File: src/rtl/key_event_pkg.sv
// key_event_pkg
//   Shared definitions for the key event detector: the FSM state encoding
//   and the default width of the hold counter.
package key_event_pkg;

  localparam int CNT_W_DEFAULT = 26;

  typedef enum logic [1:0] {
    WAIT_REL = 2'd0,
    IDLE     = 2'd1,
    HELD     = 2'd2,
    REPEAT   = 2'd3
  } state_t;

endpackage

File: src/rtl/key_event.sv
// key_event
//   Turns a debounced, clk-synchronous active-low key level into one-cycle
//   event strobes: press, release, long-press, and auto-repeat.
//   All outputs are registered, so every strobe appears in the cycle after
//   the clock edge that sampled the key level that caused it.
//
// Parameters
//   LONG_CYCLES   hold time in clk cycles before long_pulse
//   REPEAT_CYCLES auto-repeat period in clk cycles after long_pulse
//   CNT_W         hold-counter width
//
// Ports
//   clk           system clock, rising edge
//   rst           asynchronous reset, active-low
//   key_n         debounced key level, 0 = pressed
//   press_pulse   one-cycle strobe on press
//   release_pulse one-cycle strobe on release
//   long_pulse    one-cycle strobe when the hold reaches LONG_CYCLES
//   repeat_pulse  one-cycle strobe every REPEAT_CYCLES after long_pulse
//   held          high while the key is recognised as pressed
module key_event
  import key_event_pkg::*;
#(
  parameter int LONG_CYCLES   = 50_000_000,
  parameter int REPEAT_CYCLES = 10_000_000,
  parameter int CNT_W         = CNT_W_DEFAULT
) (
  input  logic clk,
  input  logic rst,
  input  logic key_n,
  output logic press_pulse,
  output logic release_pulse,
  output logic long_pulse,
  output logic repeat_pulse,
  output logic held
);

  // Both periods must fit in the counter and be at least two cycles long.
  if (LONG_CYCLES < 2 || longint'(LONG_CYCLES) >= (longint'(1) << CNT_W)) begin : g_bad_long
    $error("key_event: LONG_CYCLES out of range for CNT_W");
  end
  if (REPEAT_CYCLES < 2 || longint'(REPEAT_CYCLES) >= (longint'(1) << CNT_W)) begin : g_bad_repeat
    $error("key_event: REPEAT_CYCLES out of range for CNT_W");
  end

  localparam logic [CNT_W-1:0] LONG_LAST   = CNT_W'(LONG_CYCLES - 1);
  localparam logic [CNT_W-1:0] REPEAT_LAST = CNT_W'(REPEAT_CYCLES - 1);

  state_t           state, state_nxt;
  logic [CNT_W-1:0] cnt, cnt_nxt;
  logic             press_nxt, release_nxt, long_nxt, repeat_nxt, held_nxt;

  // State, counter and all outputs are registered together. Starting in
  // WAIT_REL means a key already down at reset release is ignored until it
  // has been seen released.
  always_ff @(posedge clk or negedge rst) begin
    if (!rst) begin
      state         <= WAIT_REL;
      cnt           <= '0;
      press_pulse   <= 1'b0;
      release_pulse <= 1'b0;
      long_pulse    <= 1'b0;
      repeat_pulse  <= 1'b0;
      held          <= 1'b0;
    end else begin
      state         <= state_nxt;
      cnt           <= cnt_nxt;
      press_pulse   <= press_nxt;
      release_pulse <= release_nxt;
      long_pulse    <= long_nxt;
      repeat_pulse  <= repeat_nxt;
      held          <= held_nxt;
    end
  end

  // Next-state and next-output logic. Release is tested before the terminal
  // count, so a release landing on the terminal cycle suppresses the
  // long/repeat strobe. The counter is cleared at every terminal count, so it
  // never climbs past the larger of the two periods.
  always_comb begin
    state_nxt   = state;
    cnt_nxt     = cnt;
    press_nxt   = 1'b0;
    release_nxt = 1'b0;
    long_nxt    = 1'b0;
    repeat_nxt  = 1'b0;

    case (state)
      WAIT_REL: begin
        if (key_n) state_nxt = IDLE;
      end
      IDLE: begin
        if (!key_n) begin
          state_nxt = HELD;
          cnt_nxt   = '0;
          press_nxt = 1'b1;
        end
      end
      HELD: begin
        if (key_n) begin
          state_nxt   = IDLE;
          cnt_nxt     = '0;
          release_nxt = 1'b1;
        end else if (cnt == LONG_LAST) begin
          state_nxt = REPEAT;
          cnt_nxt   = '0;
          long_nxt  = 1'b1;
        end else begin
          cnt_nxt = cnt + CNT_W'(1);
        end
      end
      REPEAT: begin
        if (key_n) begin
          state_nxt   = IDLE;
          cnt_nxt     = '0;
          release_nxt = 1'b1;
        end else if (cnt == REPEAT_LAST) begin
          cnt_nxt    = '0;
          repeat_nxt = 1'b1;
        end else begin
          cnt_nxt = cnt + CNT_W'(1);
        end
      end
      default: begin
        state_nxt = WAIT_REL;
        cnt_nxt   = '0;
      end
    endcase

    held_nxt = (state_nxt == HELD) || (state_nxt == REPEAT);
  end

endmodule

File: config.mk
export PLATFORM = sky130hd
export DESIGN_NAME = key_event
export DESIGN_NICKNAME = d
export VERILOG_FILES = /design/src/rtl/key_event_pkg.sv /design/src/rtl/key_event.sv
export SDC_FILE = /design/constraint.sdc
export NUM_CORES = 1
export LEC_CHECK = 0
export CAP_MARGIN = 40
export CELL_PAD_IN_SITES_DETAIL_PLACEMENT = 0
export CELL_PAD_IN_SITES_GLOBAL_PLACEMENT = 1
export CORE_MARGIN = 10
export CORE_UTILIZATION = 51
export DETAILED_ROUTE_END_ITERATION = 12
export MAX_ROUTING_LAYER = met4
export PLACE_DENSITY = 0.88
export SETUP_SLACK_MARGIN = 0.1
export SLEW_MARGIN = 10
export SYNTH_ARGS = -nofsm -noshare
export SYNTH_HDL_FRONTEND = slang
export SYNTH_SLANG_ARGS = --single-unit
File: constraint.sdc
create_clock -name clk -period 5 [get_ports clk]
set_clock_uncertainty 0.15 [all_clocks]
set_input_delay 1 -clock clk [delete_from_list [all_inputs] [get_ports clk]]
set_output_delay 1 -clock clk [all_outputs]
set_load 0.01 [all_outputs]
==> impl_metrics.yaml <==
layout:
  antenna_cells: 0
  syn2layout_area_growth_pct: 10.09
  fin_nets: 196
  drive_above_1_share: 0.1316
  fin_cells: 236
route:
  first_iter_violations: 158
  detail_route.vias_per_cell: 5.835
  wl_on_met1_um: 1760
  met3_wirelength_um: 174
  drt-total-wl_um: 3677
  average_wire_per_cell_in_the_routed_design_um: 15.58
  top_layer: "met4"
  num_vias: 1377
  ant_nets: 0
  post-route-drc-count: 0
  drt_first_pass_iters: 4
  dr_wl_met2_um: 1695
place:
  finalWeightedCongestion: 0.9180
  dpl_worst_slack_ns: 1.815
  io_buffer_count: 7
  post-place-cells: 228
  hpwl_um: 2599
clock_tree:
  clk_transition_reported_paths_ns: 0.10
  clock_sinks: 32
  cts_tree: "built"
  cts_max_path_buffers: 2
  clock_tree.root_cell: "clkbuf_4"
  post_cts_resize_count: 0
  cts_hold_buf: 0
  cts_made_buffers: 5
  htree_num_levels: 2
  clk_latency_ns: 0.34
  cts_setup_buffers: 0
global_route:
  grt_pass1_wl_um: 6575
  antenna_violations_before_repair: 0
  grt_max_degree: 33
  grt_pass1_vias: 1386
  grt.total_usage: 0.1314
  overflow_after_grt: 0
synth:
  synth_top_area_share: 0.4485
  synthesis.area_mm2: 0.001785
  post_synth_num_cell_types: 47
  synthesis.instances: 175
  synth_fp_nets: 182
  async_flop_share: 1.000
  synth_commonest_cells: "dfrtp_1, nor2_1, xor2_1"
  synth.ff_latch_count: 32
  yosysTopAreaCell: "dfrtp_1"
  yosys.cell_count.top_type: "dfrtp_1"
  synth_edf_count: 0
  syn_avg_cell_area_um2: 10.20
  ys.warnings.count: 0
  synth_seq_area_share: 0.4485
  yosys-top-cells-area: "dfrtp_1, xor2_1, nor2_1"
  main_flop_type_after_synthesis: "dfrtp_1"
floorplan:
  die-area_mm2: 0.006268
  floorplan.die.height_um: 79.17
  num_rows: 21
  num_io_pins: 8
  initial_core_util: 0.5309
  core-area_mm2: 0.003363
  chipWidth_um: 79.17
timing:
  finalHoldViolations: 0
  slew-limit-headroom: 0.5977
  setup_total_neg_slack_ns: 0
  post-route-min-period_ns: 2.831
  final_min_period_over_clock_period: 0.5662
  final_max_slew_viol_count: 0
  max_freq_mhz: 353.3
  tightestPinTransition_ns: 0.6012
  setup-violations-final: 0
  grt_setup_unrepaired: "false"
  fin_ws_ns: 2.169
worst_hold_path:
  min-delay-path-class: "reg2reg"
  hold-path-endpoint: "cnt[0]$_DFFE_PN0P_"
  hp_start: "cnt[0]$_DFFE_PN0P_"
  hold_depth: 1
run_status:
  outcome: "finished, final reports clean"
flow_run:
  drv.max_cap_violation_count: 0
setup_path:
  crit_arrival_ns: 2.96
  regToRegSetupSlack_ns: 2.61
  critical_path_type: "in2reg"
  rr_worst_depth: 5
  critical_path.endpoint_type: "flop"
  critical_path_required_ns: 5.13
  critPathMaxFanout: 10
  worst_r2r_endpoint: "cnt[7]$_DFFE_PN0P_"
  worst_r2r_startpoint: "cnt[21]$_DFFE_PN0P_"
  worst_setup_path_start_kind: "input pin"
power_and_ir_drop:
  vdd_ir_drop_max_mv: 0.1919
  p_leak_nw: 0.8419
  power.density_mw_per_mm2: 359.8
-- layout make-up --
cell class                      count  area [um^2]
Clock buffer                        8        58.81
Timing Repair Buffer                9        82.58
Multi-Input combinational cell    137        950.9
Fill cell                         311         1398
Sequential cell                    32        800.8
Inverter                            4        15.01
Tap cell                           46        57.56
-- layout by cell type (no fill, tap or decap), types with 2 or more instances in the layout --
master           count
dfrtp_1             32
and4_1               2
and4b_1              2
clkdlybuf4s50_1      7
nand4_1             13
and2_2               2
or3_1                2
nand3_1              9
inv_1                4
o21ai_0              4
nor2_1              29
nor3_1               6
nor4b_1              3
and3_1               2
clkbuf_1             2
o22ai_1              2
a21oi_2              2
ha_1                 4
nand2_1             10
xor2_1              16
clkbuf_4             5
a21oi_1              3
-- worst max path at each step --
stage / from / to / slack [ns] / depth (start not counted)
final: key_n / cnt[20]$_DFFE_PN0P_ / 2.17 / 6
after global routing: key_n / cnt[24]$_DFFE_PN0P_ / 2.06 / 6
after CTS: key_n / cnt[20]$_DFFE_PN0P_ / 2.18 / 6
after detailed placement: key_n / cnt[20]$_DFFE_PN0P_ / 1.82 / 6
after global placement: key_n / cnt[11]$_DFFE_PN0P_ / 1.72 / 6
after floorplan: key_n / cnt[20]$_DFFE_PN0P_ / 2.70 / 5
-- critical path, cell delays in order --
cell	delay [ns]
clkdlybuf4s50_1	0.57
and2_4	0.24
nor3b_4	0.50
nand3_4	0.15
or3_1	0.36
a21oi_2	0.13
-- per-stage QoR --
stage               cell area, um^2  utilization  hold slack (ns)   power, W
finish                         1966       0.5844           0.3723  0.0007072
global route                   1966       0.5844           0.3880  0.0007512
CTS                            1966       0.5844           0.3677  0.0007092
detailed placement             1907       0.5670           0.3529  0.0005526
global placement               1902       0.5655           0.3447  0.0005421
floorplan                      1785            -           0.3179  0.0005039
-- report_power, final --
part	switching (W)	internal (W)	leakage (nW)	total (W)
combinational	0.000171	0.0000814	0.368	0.000253
sequential	0.0000180	0.000279	0.441	0.000297
clock	0.0000884	0.0000693	0.0326	0.000158
total	0.000278	0.000429	0.842	0.000707
-- metal layers --
| layer | GRT usage | vias up |
|---|---|---|
| li1 | - | 665 |
| met1 | 0.1656 | 676 |
| met2 | 0.1966 | 30 |
| met3 | 0.04392 | 6 |
| met4 | 0.03584 | 0 |
| met5 | - | - |
-- cell families after synthesis --
kind of cell,share of synthesized area
AND/OR/NAND/NOR,0.3280
buffers and inverters,0.01892
XOR/XNOR,0.08339
AO/OA/AOI/OAI,0.09321
adder cells (fa/ha/maj),0.02803
flip-flops,0.4485
-- registers in the layout (all words and copies together) (netlist names) --
signal	count
release_pulse	1
long_pulse	1
cnt	26
repeat_pulse	1
held	1
press_pulse	1
state	1
(Power assumes the default switching activity.)
